File: src/rtl/hazard_unit_sb.sv
// Hazard unit for the 5-stage F/D/E/M/W pipeline: scalar/vector forwarding, load-use and
// branch control, plus a scoreboard for out-of-band long-latency vector loads.
module hazard_unit_sb #(
   parameter int AW      = 4,
   parameter int NSRC    = 3,
   parameter int MAX_OUT = 4,
   parameter int CW      = 32
) (
   input  logic                 clk,
   input  logic                 rst,
   input  logic [NSRC*AW-1:0]   ra_d,
   input  logic [NSRC-1:0]      src_vec_d,
   input  logic [NSRC-1:0]      src_en_d,
   input  logic [AW-1:0]        wa_d,
   input  logic                 regwrite_d,
   input  logic                 vec_d,
   input  logic                 lvl_d,
   input  logic [NSRC*AW-1:0]   ra_e,
   input  logic [NSRC-1:0]      src_vec_e,
   input  logic [AW-1:0]        wa_e,
   input  logic                 memtoreg_e,
   input  logic                 vec_e,
   input  logic                 lvl_issue_e,
   input  logic [AW-1:0]        wa_m,
   input  logic [AW-1:0]        wa_w,
   input  logic                 regwrite_m,
   input  logic                 regwrite_w,
   input  logic                 vec_m,
   input  logic                 vec_w,
   input  logic                 lvl_done,
   input  logic [AW-1:0]        lvl_done_wa,
   input  logic                 pcsrc_d,
   input  logic                 pcsrc_e,
   input  logic                 pcsrc_m,
   input  logic                 pcsrc_w,
   input  logic                 branch_taken_e,
   output logic [2*NSRC-1:0]    forward_e,
   output logic                 stall_f,
   output logic                 stall_d,
   output logic                 flush_d,
   output logic                 flush_e,
   output logic                 sb_full,
   output logic                 sb_err,
   output logic [CW-1:0]        stall_cycles
);

   localparam int NREG = 1 << AW;
   localparam int OCW  = $clog2(MAX_OUT + 1);

   logic [NREG-1:0] pending_q, pending_d;
   logic [OCW-1:0]  out_cnt_q, out_cnt_d;
   logic [CW-1:0]   stall_cycles_q, stall_cycles_d;
   logic            sb_err_q, sb_err_d;

   logic ld_stall, sb_stall, full_stall, pc_pend, done_ok, cnt_full;

   // Forwarding: the newest producer (M) wins over W; the register file is the fallback.
   always_comb begin
      forward_e = '0;
      for (int i = 0; i < NSRC; i++) begin
         if (regwrite_m && ra_e[i*AW +: AW] == wa_m && src_vec_e[i] == vec_m)
            forward_e[2*i +: 2] = 2'b10;
         else if (regwrite_w && ra_e[i*AW +: AW] == wa_w && src_vec_e[i] == vec_w)
            forward_e[2*i +: 2] = 2'b01;
      end
   end

   always_comb begin
      ld_stall = 1'b0;
      sb_stall = regwrite_d && vec_d && pending_q[wa_d];
      for (int i = 0; i < NSRC; i++) begin
         if (memtoreg_e && src_en_d[i] && ra_d[i*AW +: AW] == wa_e && src_vec_d[i] == vec_e)
            ld_stall = 1'b1;
         if (src_en_d[i] && src_vec_d[i] && pending_q[ra_d[i*AW +: AW]])
            sb_stall = 1'b1;
      end
   end

   assign cnt_full   = (out_cnt_q == OCW'(MAX_OUT));
   assign full_stall = lvl_d && cnt_full;
   assign pc_pend    = pcsrc_d || pcsrc_e || pcsrc_m;

   assign stall_d      = ld_stall || sb_stall || full_stall;
   assign stall_f      = stall_d || pc_pend;
   assign flush_e      = stall_d || branch_taken_e;
   assign flush_d      = pc_pend || pcsrc_w || branch_taken_e;
   assign sb_full      = cnt_full;
   assign sb_err       = sb_err_q;
   assign stall_cycles = stall_cycles_q;

   // Scoreboard next state: a completion only counts against a register that is really pending.
   always_comb begin
      done_ok   = lvl_done && pending_q[lvl_done_wa];
      pending_d = pending_q;
      out_cnt_d = out_cnt_q;
      sb_err_d  = sb_err_q;

      // Clear before set, so an issue and completion to the same register leaves it pending.
      if (done_ok)
         pending_d[lvl_done_wa] = 1'b0;
      if (lvl_issue_e)
         pending_d[wa_e] = 1'b1;

      if (lvl_done && !done_ok)
         sb_err_d = 1'b1;

      if (lvl_issue_e && !done_ok) begin
         if (cnt_full)
            sb_err_d = 1'b1;
         else
            out_cnt_d = out_cnt_q + OCW'(1);
      end else if (!lvl_issue_e && done_ok) begin
         out_cnt_d = out_cnt_q - OCW'(1);
      end

      stall_cycles_d = stall_cycles_q;
      if (stall_d && stall_cycles_q != '1)
         stall_cycles_d = stall_cycles_q + CW'(1);
   end

   // NOTE: pending is a small flop array, not a RAM, so it is reset here with the rest of
   // the state; an asynchronous reset must discard every outstanding load at once.
   always_ff @(posedge clk or posedge rst) begin
      if (rst) begin
         pending_q      <= '0;
         out_cnt_q      <= '0;
         stall_cycles_q <= '0;
         sb_err_q       <= 1'b0;
      end else begin
         pending_q      <= pending_d;
         out_cnt_q      <= out_cnt_d;
         stall_cycles_q <= stall_cycles_d;
         sb_err_q       <= sb_err_d;
      end
   end

endmodule
File: config.mk
export PLATFORM = sky130hd
export DESIGN_NAME = hazard_unit_sb
export DESIGN_NICKNAME = d
export VERILOG_FILES = /design/src/rtl/hazard_unit_sb.sv
export SDC_FILE = /design/constraint.sdc
export NUM_CORES = 1
export LEC_CHECK = 0
export BUFFER_PORTS_ARGS = -buffer_cell sky130_fd_sc_hd__buf_4
export CORE_ASPECT_RATIO = 1.75
export CORE_MARGIN = 1.5
export CORE_UTILIZATION = 35
export DETAILED_ROUTE_END_ITERATION = 8
export PLACE_DENSITY_LB_ADDON = 0.12
export SYNTH_ARGS = -nofsm -noshare
export SYNTH_HDL_FRONTEND = slang
export SYNTH_SLANG_ARGS = --single-unit
File: constraint.sdc
create_clock -name clk -period 3.42 [get_ports clk]
set_clock_uncertainty 0.2 [all_clocks]
set_input_delay 0.342 -clock clk [delete_from_list [all_inputs] [get_ports clk]]
set_output_delay 0.342 -clock clk [all_outputs]
set_load 0.05 [all_outputs]
### Word level (Yosys, flattened, before mapping)

Index checks and enable logic that the tools add are counted.

| storage, ports and cells | value |
|---|---|
| register bits after elaboration | 52 |
| input bits | 71 |
| output and inout port bits | 44 |
| word-level logic and storage cells | 122 |

| operators by class | value |
|---|---|
| add/sub/neg operators | 3 |
| magnitude comparators | 8 |
| equal/unequal tests | 21 |
| mux-type cells | 34 |
| bitwise gates (word level) | 3 |
| reductions and logical operators | 49 |

Operators with widths:

| cell | number |
|---|---|
| logical AND 1 bit | 37 |
| equality test 4 bit | 9 |
| adder 32 x 1 -> 32 bit (second input constant) | 1 |
| 2-to-1 mux 16 bit | 2 |
| inequality test 32 bit (second input constant) | 1 |
| < comparator 4 x 5 -> 1 bit (second input constant) | 6 |
| binary-select mux 1 bit (select 4 bit) | 5 |
| 2-to-1 mux 1 bit | 19 |
| bitwise AND 16 bit | 1 |
| inverter 16 bit | 1 |
| bitwise OR 16 bit | 1 |
| equality test 1 bit | 9 |
| 2-to-1 mux 3 bit | 3 |
| demux 1 bit (select 4 bit) | 2 |
| >= comparator 4 x 1 -> 1 bit (second input constant) | 2 |
| logical OR 1 bit | 8 |
| 2-to-1 mux 2 bit | 3 |
| adder 3 x 1 -> 3 bit (second input constant) | 1 |
| equality test 3 bit (second input constant) | 1 |
| subtractor 3 x 1 -> 3 bit (second input constant) | 1 |
| logical NOT 1 bit | 2 |
| inequality test 2 bit (second input constant) | 1 |
| AND reduction 2 bit | 1 |
| nonzero test 2 bit | 1 |

### Logic depth before layout (Yosys ltp)

Gate-level depths: netlist (run 1).

| depth | value |
|---|---|
| depth in word-level cells | 9 |
| mapped depth | 10 |

### Least setup slack after synthesis (run 1)

Ideal clock, no wire load.

| timing | value |
|---|---|
| path kind | reg-to-output |
| start | register out_cnt_q[0] |
| end | output flush_e |
| data arrival time | 2.927 ns |
| setup slack | -0.049 ns |
| cell stages (with the launch flop) | 8 |
| buffers on the path | 2 |
| path through | dfrtp_1 > nor3b_1 > a221o_1 > nor4_1 > and4b_1 > buf_4 > buf_6 > nand2b_1 |

| between the ends | value |
|---|---|
| cells in the longest elaborated chain, start to end | 4 |

RTL lines:

| item | line | RTL |
|---|---|---|
| start, declared | 51 | `logic [OCW-1:0] out_cnt_q, out_cnt_d;` |
| start signal, assigned | 131 | `out_cnt_q <= out_cnt_d;` |
| equality test 3 bit | 79 | `assign cnt_full = (out_cnt_q == OCW'(MAX_OUT));` |
| net sb_full | 42 | `output logic sb_full,` |
| logical AND 1 bit | 80 | `assign full_stall = lvl_d && cnt_full;` |
| logical OR 1 bit | 83 | `assign stall_d = ld_stall \|\| sb_stall \|\| full_stall;` |
| logical OR 1 bit | 85 | `assign flush_e = stall_d \|\| branch_taken_e;` |
| end, declared | 41 | `output logic flush_e,` |

The timed path passes the listed nets, and every way through them passes these cells.

### Worst setup path after layout (run 1)

| timing | value |
|---|---|
| start | register pending_q[7] |
| end | output flush_e |

| between the ends | value |
|---|---|
| cells in the longest elaborated chain, start to end | 9 |
| elaborated cells between the ends (all ways) | 18 |

RTL lines:

| item | line | RTL |
|---|---|---|
| start, declared | 50 | `logic [NREG-1:0] pending_q, pending_d;` |
| start signal, assigned | 130 | `pending_q <= pending_d;` |
| binary-select mux 1 bit (select 4 bit) (on tied branches) | 70, 74 |  |
| 2-to-1 mux 1 bit (on tied branches) | 70, 74 |  |
| logical AND 1 bit (on tied branches) | 70, 74 |  |
| 2-to-1 mux 1 bit (2 in series) | 74 | `if (src_en_d[i] && src_vec_d[i] && pending_q[ra_d[i*AW +: AW]])` |
| 2-to-1 mux 1 bit * | 74 |  |
| logical OR 1 bit * (2 in series) | 83 |  |
| logical OR 1 bit * | 85 |  |

Every way passes the cells marked *; elsewhere a longest branch is shown, timed or not. The select of a mux whose other input is x is not followed.

==> metrics.cfg, run 1 <==
[place]
pre_cts_ws_ps=191
hpwl_mm=9.86
port_buffers=114
placed_cells=621
gp_congestion=0.901
dpl_cell_area_um2=4810

[floorplan]
ios=115
row_count=50
die_w_um=81.6
die_h_um=141
die_area_um2=11500
start_util_pct=35.6
core-area_um2=10600

[grt]
antenna_found_initial=0
grt_pass1_wl_mm=18.5
grtUsageTotal_pct=21.5
grt_pass1_vias=3687
grt_max_degree=36
grt-ovfl-total=0

[synth]
netlist-cell-type-count=43
synthArstFlopShare_pct=100
synth-edff-count=0
avgSynthCellArea_um2=9.88
synth_area_um2=3780
ys.flop_type=dfrtp_1
ys_ff_latch=52
synth_cells=383
seq_area_frac_synth_pct=34.4
yosys_warnings=0
syn-num-nets=456

[finish]
diodes=0
stdcell_area_um2=5120
final_common_cell=buf_4
final_layout_size_suffix_gt1_share_pct=34.4
nFillCells=1056
final_cell_mix=buf_4 (135), xor2_1 (65), dfrtp_1 (49), o21ai_0 (24)
syn2layout_area_growth_pct=35.3
instances_no_fill=641
nets=583

[worst_setup_path]
r2r_end=stall_cycles[25]
worstPathArrival_ps=2730
reg2reg_depth=10
max_stage_delay_ps=490
crit_family=multiplexers
required_ps=2880
worstReg2RegStart=pending_q[7]
path_buf_inv=2
worst-r2r-setup-slack_ps=300
crit_fanout=6
criticalPathCategory=reg2out
cp-start-kind=register
path_cells=mux4_1, mux4_2, and3_1, nor4_2, and4b_2, buf_12, nand2b_1, buf_4
slowest_stage=mux4_1
end_kind=output pin

[timing]
tightest_slew_ps=774
setup_violations=0
report.final.slew_viol_count=0
finalCritPeriodShare_pct=95.8
finalCriticalPeriod_ps=3280
final-hold-violation-count=14
hold_ws_ps=-12.9
setup_slack_ps=144
slew_headroom_pct=48.3
clock.fmax_mhz=305

[cts]
h-tree-depth=2
cts-buffers-inserted=5
clkTransAtPathRegs_ps=70
hold_buffers=0
cts_max_path_buffers=2
cts_root_buf=clkbuf_16
cts_sinks=52
cts_tree=built
clk_latency_ps=300

[drt]
antenna_left=0
totalWireLength_mm=12.3
viasPerCell=5.59
drt_iter0_markers=119
firstDrtPassIters=4
wl_per_cell_um=19.2
via_count=3585
drcViolationCount=0

[job]
maxCapViolations=0

[run_status]
violations=negative hold slack
outcome=finished, violations left

[power]
peakVddDrop_uv=374
leakage_nw=2.37
power_density_nw_per_um2=536

[min_path]
hold_class=in2async

[repair_timing]
item,CTS,global route
setup buffers,1,10
resized for setup,1,5
setup endpoints to repair,3,3
gates cloned,1,0
pin swaps,1,2
[power breakdown]
group / total [mW] / internal (mW) / switching, mW
clock network: 0.601 / 0.367 / 0.234
logic: 1.22 / 0.574 / 0.651
registers: 0.918 / 0.751 / 0.167
[routing by layer]
metal | up-vias | GRT usage (%) | part of all wire, %
met2 | 146 | 42.0 | 57
li1 | 1667 | - | -
met4 | 0 | 11.1 | 4.7
met3 | 35 | 2.93 | 5.0
met5 | - | 0 | 0
met1 | 1737 | 20.6 | 33
[synthesized netlist by cell type, drive strengths merged (2+ instances only)]
cell type | n | share of area (%)
xor2 | 65 | 15
dfrtp | 52 | 34
o21ai | 24 | 3.2
nor2 | 23 | 2.3
nand2 | 22 | 2.2
mux4 | 20 | 12
nand3 | 19 | 2.5
nor3 | 16 | 2.1
and3 | 15 | 2.5
nand4 | 14 | 2.3
nor4 | 13 | 2.1
xnor2 | 12 | 2.8
clkbuf | 10 | 0.99
o31ai | 10 | 2.0
buf | 8 | 1.6
inv | 8 | 0.79
nand2b | 6 | 0.99
nor2b | 5 | 0.83
a2111oi | 4 | 0.93
a211oi | 4 | 0.79
a21oi | 3 | 0.40
nor4b | 3 | 0.69
or3 | 3 | 0.50
a31oi | 2 | 0.33
and2 | 2 | 0.33
and4b | 2 | 0.53
mux2 | 2 | 0.79
mux2i | 2 | 0.53
nand3b | 2 | 0.40
nand4b | 2 | 0.46
nor3b | 2 | 0.40
or2 | 2 | 0.33
[state kept, by name, indices dropped and copies added (netlist names)]
name          cells
stall_cycles     32
pending_q        16
out_cnt_q         3
sb_err            1
[stage by stage]
step	util (%)	hold WS, ps	total power [mW]	setup TNS (ps)
finish	48.1	-12.9	2.74	0
global route	48.1	60.9	2.88	-1.31
CTS	47.3	16.1	2.69	0
detailed placement	45.2	255	2.04	0
global placement	45.2	259	2.01	0
floorplan	-	237	1.65	0
[logic make-up (layout without fill, tap and decap cells)]
logic type,Yosys count,after routing,share of synthesized area [%]
AOI/OAI and AO/OA,50,50,8.37
xor gates and xnor gates,77,77,17.8
adders and majority gates,2,2,0.860
buffers and inverters,26,154,3.37
DFF,52,52,34.4
muxes,24,24,13.4
and+or+nand+nor,152,152,21.8
[cell type report]
type / count / area [um^2] / share of cell area [%]
multi-input combinational: 305 / 2370 / 46.2
timing repair buffer: 138 / 1080 / 21.0
inverter: 8 / 30.0 / 0.587
sequential: 52 / 1310 / 25.5
tap: 130 / 163 / 3.18
clock inverter: 2 / 38.8 / 0.758
clock buffer: 6 / 139 / 2.71
[worst max-delay path by stage]
stage | start | end | slack (ps) | cells past startpoint
after floorplan | lvl_done_wa[0] | out_cnt_q[1] | 260 | 9
after global placement | wa_d[0] | stall_f | 230 | 9
after detailed placement | wa_d[0] | flush_e | 190 | 9
after CTS | pending_q[13] | flush_e | 7 | 8
after global routing | pending_q[14] | flush_e | -1 | 8
final | pending_q[7] | flush_e | 140 | 8
(Power assumes the default switching activity.)
==> run 2: changes to the inputs <==
Settings changed: CELL_PAD_IN_SITES_DETAIL_PLACEMENT set to 0, CELL_PAD_IN_SITES_GLOBAL_PLACEMENT set to 1, PLACE_DENSITY_LB_ADDON 0.12 to 0.08.
==> run 2 against run 1 <==
  * The flow now finishes without violations
  * Largest power group unchanged
  * Final cell count decreased by 1.7%
  * Setup slack improved by 7.0 ps
  * Critical path type unchanged
  * Count of clock-buffer cells in the layout fell by 1
  * Critical path depth rose by 1
  * Sequential cell count unchanged
  * Clock power decreased by 14%
  * Register-to-register slack barely moved
  * Die area is the same
  * Non-clock buffer count fell by 11
==> metrics.cfg, run 2 (synthesized netlist as in run 1, its figures left out) <==
[worst_setup_path]
max_stage_delay_ps=450
reg2reg_depth=10
worstPathArrival_ps=2730
cp-start-kind=register
crit_family=simple AND/OR/NAND/NOR gates
path_buf_inv=3
worst-r2r-setup-slack_ps=310
end_kind=output pin
worstReg2RegStart=pending_q[14]
r2r_end=stall_cycles[24]
crit_path_end=stall_f
crit_fanout=4
crit_cells=9
criticalPathCategory=reg2out
slowest_stage=mux4_2
required_ps=2880
path_cells=buf_4, mux4_2, a32o_1, a221o_1, nor4_2, and4b_2, buf_12, nand2_1, buf_6
startpoint=pending_q[14]

[cts]
clk_latency_ps=300
cts_tree=built
h-tree-depth=2
clkTransAtPathRegs_ps=70
cts_max_path_buffers=2
cts_root_buf=clkbuf_16
hold_buffers=0
cts-buffers-inserted=5
cts_sinks=52

[finish]
syn2layout_area_growth_pct=32.3
final_cell_mix=buf_4 (123), xor2_1 (65), dfrtp_1 (51), o21ai_0 (24)
multi_input_area_um2=2370
final_layout_size_suffix_gt1_share_pct=32.6
largest_reg_flops=32
nets=572
regArea_um2=1300
diodes=0
final_common_cell=buf_4
nFillCells=1075
final_util_pct=47.1

[floorplan]
die_w_um=81.6
row_count=50
die_h_um=141
die_area_um2=11500
start_util_pct=35.6
core-area_um2=10600
ios=115

[timing]
finalCriticalPeriod_ps=3270
setup_slack_ps=151
clock.fmax_mhz=306
finalCritPeriodShare_pct=95.6
slew_headroom_pct=39.9
final-hold-violation-count=0
tightest_slew_ps=901
tns_ps=0
rsz0062_at_grt=no
report.final.slew_viol_count=0
setup_violations=0
hold_ws_ps=44.0

[min_path]
hold_class=in2async

[drt]
antenna_left=0
wl_per_cell_um=18.7
viasPerCell=5.51
via_count=3470
firstDrtPassIters=4
totalWireLength_mm=11.8
drcViolationCount=0
drt_iter0_markers=188

[grt]
grt_pass1_wl_mm=18.4
antenna_found_initial=0
grt_max_degree=42
grt-ovfl-total=0
grt_pass1_vias=3492
grtUsageTotal_pct=21.2

[power]
leakage_nw=2.30
pwr-share-comb_pct=44.7
peakVddDrop_uv=340
power_density_nw_per_um2=522
intPower_mw=1.56
clkPwrFrac_pct=19.8
power_frac_seq_pct=35.5
swShare_pct=40.4
p_sw_mw=1.06

[job]
maxCapViolations=0

[run_status]
outcome=finished, final reports clean

[place]
pre_cts_ws_ps=135
port_buffers=114
gp_congestion=0.884
hpwl_mm=9.21

[run 2: cell types whose count changed in the layout (fill, tap and decap cells not counted)]
cell / change
bufinv_16: -1
dfrtp_1: +2
buf_4: -12
clkinv_4: -1
clkinv_2: +1
clkinvlp_4: +1
inv_6: +1
dfrtp_2: -2
clkbuf_8: -1
buf_6: +1
[run 2: per-layer routing]
layer	track usage, %	vias to the layer above	wire length [um]
li1	-	1640	-
met5	0	-	0
met1	22.2	1672	4050
met4	9.90	0	568
met3	2.41	37	483
met2	40.3	121	6660
[run 2: timing repair]
| item | 4_1_cts | 5_1_grt |
|---|---|---|
| pin swaps | 1 | 2 |
| buffers inserted | 3 | 1 |
| gates cloned | 1 | 0 |
| gates resized for setup | 2 | 3 |
| endpoints found under the setup margin | 3 | 3 |
[run 2: power groups by stage]
stage	Clock, mW	Sequential (mW)	Combinational (mW)
3_3_place_gp	0	0.931	1.08
2_1_floorplan	0	1.08	0.570
3_5_place_dp	0	0.936	1.10
5_1_grt	0.561	0.947	1.26
4_1_cts	0.537	0.922	1.17
6_report	0.519	0.927	1.17
[run 2: area by class of cell]
cell class | instances | area share [%]
clock buffer | 5 | 2.50
tap | 130 | 3.25
clock inverter | 3 | 0.425
multi-input combinational | 305 | 47.3
inverter | 8 | 0.600
sequential | 52 | 26.0
timing repair buffer | 127 | 19.9
[run 2: worst min-delay path by stage]
| stage | from | endpoint | slack [ps] |
|---|---|---|---|
| 3_5_place_dp | out_cnt_q[2] | out_cnt_q[2] | 260 |
| 5_1_grt | rst | stall_cycles[28] | 120 |
| 2_1_floorplan | out_cnt_q[2] | out_cnt_q[2] | 240 |
| 4_1_cts | rst | stall_cycles[31] | 80 |
| 6_report | rst | stall_cycles[27] | 40 |
| 3_3_place_gp | out_cnt_q[2] | out_cnt_q[2] | 260 |
[run 2: stage by stage]
stage	power [mW]	instances	cell area, um^2
6_report	2.62	630	5010
5_1_grt	2.77	630	5010
4_1_cts	2.63	629	4990
3_5_place_dp	2.03	617	4780
3_3_place_gp	2.01	617	4780
2_1_floorplan	1.65	383	3790
